## src/rtl/dcache_write_buffer_pkg.sv

```systemverilog
// rtl/dcache_write_buffer_pkg.sv - shared widths, AXI encodings and entry type for the dcache write buffer
package dcache_write_buffer_pkg;

  localparam int LINE_W = 512;
  localparam int OFF_W  = 6;
  localparam int LA_W   = 32 - OFF_W;

  localparam logic [7:0] WLEN_LINE = 8'd15;
  localparam logic [2:0] SIZE_WORD = 3'd2;

  typedef struct packed {
    logic [31:0]       addr;
    logic [LINE_W-1:0] data;
    logic [7:0]        len;
    logic [2:0]        size;
    logic [3:0]        strb;
  } wb_entry_t;

  function automatic logic [LA_W-1:0] line_addr(input logic [31:0] addr);
    return addr[31:OFF_W];
  endfunction

endpackage

```

## src/rtl/dcache_write_buffer_line_addr_cam.sv

```systemverilog
// rtl/dcache_write_buffer_line_addr_cam.sv - DEPTH-way line-address comparator with per-entry valid mask
module dcache_write_buffer_line_addr_cam
  import dcache_write_buffer_pkg::*;
#(
  parameter int DEPTH = 4
) (
  input  logic [DEPTH-1:0][LA_W-1:0] i_entry_la,
  input  logic [DEPTH-1:0]           i_mask,
  input  logic [LA_W-1:0]            i_query_la,
  output logic [DEPTH-1:0]           o_hit,
  output logic                       o_any
);

  // Per-entry compare; masked-off entries can never hit.
  always_comb begin
    o_hit = '0;
    for (int i = 0; i < DEPTH; i++) begin
      o_hit[i] = i_mask[i] && (i_entry_la[i] == i_query_la);
    end
  end

  assign o_any = |o_hit;

endmodule

```

## src/rtl/dcache_write_buffer.sv

```systemverilog
// rtl/dcache_write_buffer.sv - in-order eviction/store queue between data cache and AXI write bridge
module dcache_write_buffer
  import dcache_write_buffer_pkg::*;
#(
  parameter int DEPTH = 4
) (
  input  logic              aclk,
  input  logic              aresetn,
  input  logic              c_wvalid,
  output logic              c_wready,
  input  logic [31:0]       c_waddr,
  input  logic [LINE_W-1:0] c_wdata,
  input  logic [7:0]        c_wlen,
  input  logic [2:0]        c_wsize,
  input  logic [3:0]        c_wstrb,
  input  logic [31:0]       c_raddr,
  input  logic              c_rvalid,
  output logic              r_conflict,
  output logic [31:0]       d_waddr,
  output logic [LINE_W-1:0] d_wdata,
  output logic [7:0]        d_wlen,
  output logic [2:0]        d_wsize,
  output logic [3:0]        d_wstrb,
  output logic              d_wvalid,
  input  logic              d_wready,
  output logic              wb_empty
);

  localparam int PTR_W = (DEPTH > 1) ? $clog2(DEPTH) : 1;
  localparam int CNT_W = $clog2(DEPTH + 1);
  localparam logic [CNT_W-1:0] CNT_FULL = CNT_W'(DEPTH);

  wb_entry_t        r_entry [DEPTH];
  logic [DEPTH-1:0] r_valid;
  logic [PTR_W-1:0] r_rd_ptr;
  logic [PTR_W-1:0] r_wr_ptr;
  logic [CNT_W-1:0] r_count;

  logic [DEPTH-1:0][LA_W-1:0] w_entry_la;
  logic [DEPTH-1:0]           w_full_line;
  logic [DEPTH-1:0]           w_head_1h;
  logic [DEPTH-1:0]           w_merge_mask;
  logic [DEPTH-1:0]           w_merge_hit;
  logic [DEPTH-1:0]           w_rd_hit;
  logic                       w_merge_any;
  logic                       w_rd_any;
  logic [PTR_W-1:0]           w_merge_idx;
  logic                       w_nonempty;
  logic                       w_push;
  logic                       w_merge;
  logic                       w_append;
  logic                       w_pop;
  wb_entry_t                  w_head;
  wb_entry_t                  w_new;
  logic                       w_unused_raddr_bits;

  assign w_unused_raddr_bits = ^c_raddr[OFF_W-1:0];

  assign w_nonempty = (r_count != '0);
  assign w_push     = c_wvalid & c_wready;
  assign w_merge    = w_push & (c_wlen == WLEN_LINE) & w_merge_any;
  assign w_append   = w_push & ~w_merge;
  assign w_pop      = d_wready & w_nonempty;

  assign w_new = '{addr: c_waddr, data: c_wdata, len: c_wlen, size: c_wsize, strb: c_wstrb};

  // Per-entry line address, full-line flag and head marker feeding both CAM lookups.
  always_comb begin
    w_entry_la  = '0;
    w_full_line = '0;
    w_head_1h   = '0;
    for (int i = 0; i < DEPTH; i++) begin
      w_entry_la[i]  = line_addr(r_entry[i].addr);
      w_full_line[i] = (r_entry[i].len == WLEN_LINE);
    end
    w_head_1h[r_rd_ptr] = w_nonempty;
  end

  // The head is excluded: the bridge may already have latched its data.
  assign w_merge_mask = r_valid & w_full_line & ~w_head_1h;

  dcache_write_buffer_line_addr_cam #(.DEPTH(DEPTH)) u_rd_cam (
    .i_entry_la (w_entry_la),
    .i_mask     (r_valid),
    .i_query_la (line_addr(c_raddr)),
    .o_hit      (w_rd_hit),
    .o_any      (w_rd_any)
  );

  dcache_write_buffer_line_addr_cam #(.DEPTH(DEPTH)) u_merge_cam (
    .i_entry_la (w_entry_la),
    .i_mask     (w_merge_mask),
    .i_query_la (line_addr(c_waddr)),
    .o_hit      (w_merge_hit),
    .o_any      (w_merge_any)
  );

  // Merges never create duplicate lines, so at most one bit is set; lowest index wins regardless.
  always_comb begin
    w_merge_idx = '0;
    for (int i = DEPTH - 1; i >= 0; i--) begin
      if (w_merge_hit[i]) w_merge_idx = PTR_W'(i);
    end
  end

  // Queue bookkeeping: pointers, occupancy and per-entry valid bits.
  always_ff @(posedge aclk) begin
    if (!aresetn) begin
      r_rd_ptr <= '0;
      r_wr_ptr <= '0;
      r_count  <= '0;
      r_valid  <= '0;
    end else begin
      if (w_append) begin
        r_wr_ptr           <= r_wr_ptr + 1'b1;
        r_valid[r_wr_ptr]  <= 1'b1;
      end
      if (w_pop) begin
        r_rd_ptr           <= r_rd_ptr + 1'b1;
        r_valid[r_rd_ptr]  <= 1'b0;
      end
      case ({w_append, w_pop})
        2'b10:   r_count <= r_count + 1'b1;
        2'b01:   r_count <= r_count - 1'b1;
        default: r_count <= r_count;
      endcase
    end
  end

  // Entry payload storage; a merge only refreshes data and strobe of a queued full line.
  always_ff @(posedge aclk) begin
    if (w_append) begin
      r_entry[r_wr_ptr] <= w_new;
    end else if (w_merge) begin
      r_entry[w_merge_idx].data <= c_wdata;
      r_entry[w_merge_idx].strb <= c_wstrb;
    end
  end

  assign w_head = r_entry[r_rd_ptr];

  assign c_wready   = (r_count != CNT_FULL);
  assign d_wvalid   = w_nonempty;
  assign wb_empty   = ~w_nonempty;
  assign d_waddr    = w_nonempty ? w_head.addr : '0;
  assign d_wdata    = w_nonempty ? w_head.data : '0;
  assign d_wlen     = w_nonempty ? w_head.len  : '0;
  assign d_wsize    = w_nonempty ? w_head.size : '0;
  assign d_wstrb    = w_nonempty ? w_head.strb : '0;
  assign r_conflict = c_rvalid & w_rd_any;

endmodule

```

## config.mk

```make
export PLATFORM = sky130hd
export DESIGN_NAME = dcache_write_buffer
export DESIGN_NICKNAME = d
export VERILOG_FILES = /design/src/rtl/dcache_write_buffer_pkg.sv /design/src/rtl/dcache_write_buffer_line_addr_cam.sv /design/src/rtl/dcache_write_buffer.sv
export SDC_FILE = /design/constraint.sdc
export NUM_CORES = 2
export LEC_CHECK = 0
export ABC_AREA = 1
export BUFFER_PORTS_ARGS = -buffer_cell sky130_fd_sc_hd__buf_2
export CAP_MARGIN = 20
export CORE_MARGIN = 1
export CORE_UTILIZATION = 30
export DETAILED_ROUTE_END_ITERATION = 10
export PLACE_DENSITY = 0.57
export SLEW_MARGIN = 25
export SYNTH_ARGS = -nofsm -noshare
export SYNTH_HDL_FRONTEND = slang
export SYNTH_SLANG_ARGS = --single-unit
```

## constraint.sdc

```tcl
create_clock -name aclk -period 34.8 [get_ports aclk]
set_clock_uncertainty 0.15 [all_clocks]
set_input_delay 1.74 -clock aclk [delete_from_list [all_inputs] [get_ports aclk]]
set_output_delay 1.74 -clock aclk [all_outputs]
set_load 0.02 [all_outputs]
```

==> results.py <==
metrics = {
    "critical_path": {
        "crit_type": "reg2out",
        "critPathMaxFanout": 87,
        "cp_data_arrival_time_ps": 6850,
        "critPathRequiredTime_ps": 32910,
        "r2r_end": "r_entry[1][146]$_DFFE_PP_",
        "reg2regPathDepth": 17,
        "reg2reg_slack_ps": 27830,
        "start_kind": "flip-flop",
        "rr_startpoint": "r_entry[0][534]$_DFFE_PP_",
        "endpoint_kind": "primary output",
    },
    "timing": {
        "slew_headroom_pct": 24.7,
        "clock.fmax_mhz": 114,
        "fin_ws_ps": 26060,
        "drv_slew": 0,
        "hold_violations": 0,
        "tightest_slew_ps": 1130,
        "min_period_ps": 8740,
        "final-setup-viol-count": 0,
        "finalCritPeriodShare_pct": 25.1,
        "finalSetupTns_ps": 0,
        "rsz0062_at_grt": "no",
    },
    "yosys": {
        "netlist_area_mm2": 0.0913,
        "yosys_warnings": 0,
        "synth_edf_count": 2236,
        "synthAdderAreaFrac_pct": 0.145,
        "synth-xor-area-share_pct": 0.403,
        "synth_top_family_by_area": "simple AND/OR/NAND/NOR gates",
        "synthTopCellsByCount": "nor2_1, edfxtp_1, o21ai_0, a21oi_1, nand2_1",
        "synth.top_cell.area_share_pct": 73.6,
        "synth-compound-area-share_pct": 10.1,
        "synth_nets": 8423,
        "yosysTopAreaCell": "edfxtp_1",
        "synthDistinctLibCells": 33,
        "synthMuxAreaShare_pct": 0,
        "yosys.area_share.simple_pct": 12.5,
        "synth_seq_cells": 2249,
        "ys_top_cells_by_area": "edfxtp_1, nor2_1, o21ai_0",
        "ys_seq_area_share_pct": 73.9,
        "yosysMostFrequentCell": "nor2_1",
        "synth_top_flop_cell": "edfxtp_1",
        "syn_inst": 7817,
        "synth_area_per_cell_um2": 11.7,
        "async_reset_ff_share_pct": 0,
    },
    "clock_network": {
        "numClockSinks": 2249,
        "clock_path_buffers": 4,
        "cts-root-buf": "clkbuf_16",
        "cts_buffers": 245,
        "cts.repair.resized": 0,
        "clock_latency_ps": 910,
        "clk_pin_slew_ps": 50,
        "cts-hold-fix-buffers": 0,
        "postCtsSetupRepairBufs": 0,
        "cts_tree": "done",
        "htreeDepth": 4,
    },
    "hold_path": {
        "min_from": "r_rd_ptr[0]$_SDFFE_PN0P_",
        "hold_path.class": "reg2reg",
        "worstHoldPathCells": 1,
    },
    "die": {
        "initial_utilization_pct": 30.1,
        "die_w_um": 554,
        "die_h_um": 554,
        "dieArea_mm2": 0.306,
        "io_pins": 1159,
        "num_rows": 202,
        "coreArea_mm2": 0.303,
    },
    "global_routing": {
        "grt_pass1_wl_mm": 453,
        "grt_overflow": 0,
        "antenna_found_initial": 191,
        "track_usage_pct": 20.5,
        "grt_pass1_vias": 60900,
        "grt_max_degree": 199,
    },
    "placement": {
        "hpwl_mm": 219,
        "gp_congestion": 0.925,
        "port_buffers": 1152,
        "pre_cts_ws_ps": 26220,
    },
    "cells_and_area": {
        "areaGrowthSynthToFinish_pct": 19.4,
        "drive_above_1_share_pct": 17.9,
        "final_nets": 9471,
        "regArea_mm2": 0.0674,
        "num-fill-cells": 29400,
        "multi_input_area_mm2": 0.0212,
    },
    "job": {
        "cap_violations": 0,
    },
    "power": {
        "power_leakage_nw": 39.8,
        "finalPower_mw": 9.13,
        "irDropWorstVdd_uv": 73.5,
        "power-per-cell-area_mw_per_mm2": 83.7,
    },
    "outcome": {
        "status": "completed",
    },
    "route": {
        "drc": 0,
        "drt-pass1-iter-count": 5,
        "vias": 64600,
        "wirelength_mm": 328,
        "via_per_inst": 4.92,
        "dr.first_iter.drc_count": 5739,
        "wire_per_inst_um": 25.0,
        "detail-route-antenna-nets": 0,
    },
}
## where the power goes
group          switching, mW  internal, mW  total (mW)
clock                   1.08          1.43        2.50
sequential            0.0773          3.25        3.32
combinational           2.53         0.771        3.30
total                   3.68          5.44        9.13
## worst max-delay path, cell delays in order, from the launching register on
cell and delay [ps]:
dfxtp_1 320, nor2_2 160, nand2_2 250, inv_8 580, buf_4 770, buf_4 670
buf_4 790, buf_4 650, buf_4 740, a21oi_1 220, buf_2 250
## flip-flops by register name (all words and copies together) (netlist names), named ones only
name / cells
r_count: 3
r_entry: 2236
r_wr_ptr: 2
r_valid: 4
r_rd_ptr: 2
## cells by family (layout without fill, tap and decap cells)
logic type	count (synthesis)	count (layout)
flops	2249	2249
fa+ha+maj	10	10
xor+xnor	42	42
buf+inv	700	1951
other cells	0	72
compound gates	1828	1828
simple gates	2988	2988
## routing by layer
layer  wire length, µm  global-route usage, %
met1            133000                   26.0
met2            151000                   32.3
met3             30800                   6.56
met4             12400                   8.02
met5               694                      0
## through the flow
stage,hold WS (ps),area [µm²],utilization (%),std cells
2_1_floorplan,288,91300,-,7817
5_1_grt,392,109000,36.0,13100
6_report,375,109000,36.0,13100
3_3_place_gp,349,101000,33.4,12600
3_5_place_dp,359,101000,33.4,12600
4_1_cts,371,109000,35.9,13000
## how the worst max path moves through the flow
stage	startpoint	endpoint	slack, ps	depth (start not counted)
after floorplan	c_waddr[30]	r_entry[3][0]$_DFFE_PP_	8930	16
after global placement	c_waddr[19]	r_entry[1][153]$_DFFE_PP_	26200	19
after detailed placement	c_waddr[19]	r_entry[1][155]$_DFFE_PP_	26220	19
after CTS	r_count[1]$_SDFFE_PN0P_	d_wdata[442]	25910	10
after global routing	r_count[1]$_SDFFE_PN0P_	d_wdata[442]	25830	10
final	r_count[1]$_SDFFE_PN0P_	d_wdata[442]	26060	10
## cells in the final DEF (no fill, tap or decap), drive strengths merged, types with 48 or more instances in the layout
| cell type | n |
|---|---|
| a21oi | 634 |
| clkinv | 115 |
| diode | 72 |
| o22ai | 48 |
| edfxtp | 2236 |
| clkbuf | 296 |
| nor2 | 2324 |
| nand2 | 590 |
| buf | 1246 |
| inv | 261 |
| o21ai | 1140 |
## final cells by class
class / instances / area share [%]
flip-flops and latches: 2249 / 61.8
multi-input cells: 4868 / 19.4
repair buffers: 1246 / 6.01
clock buffers: 296 / 5.82
well taps: 3978 / 4.57
clock inverters: 154 / 1.24
inverters: 255 / 0.903
diodes: 72 / 0.165
(Power assumes the default switching activity.)
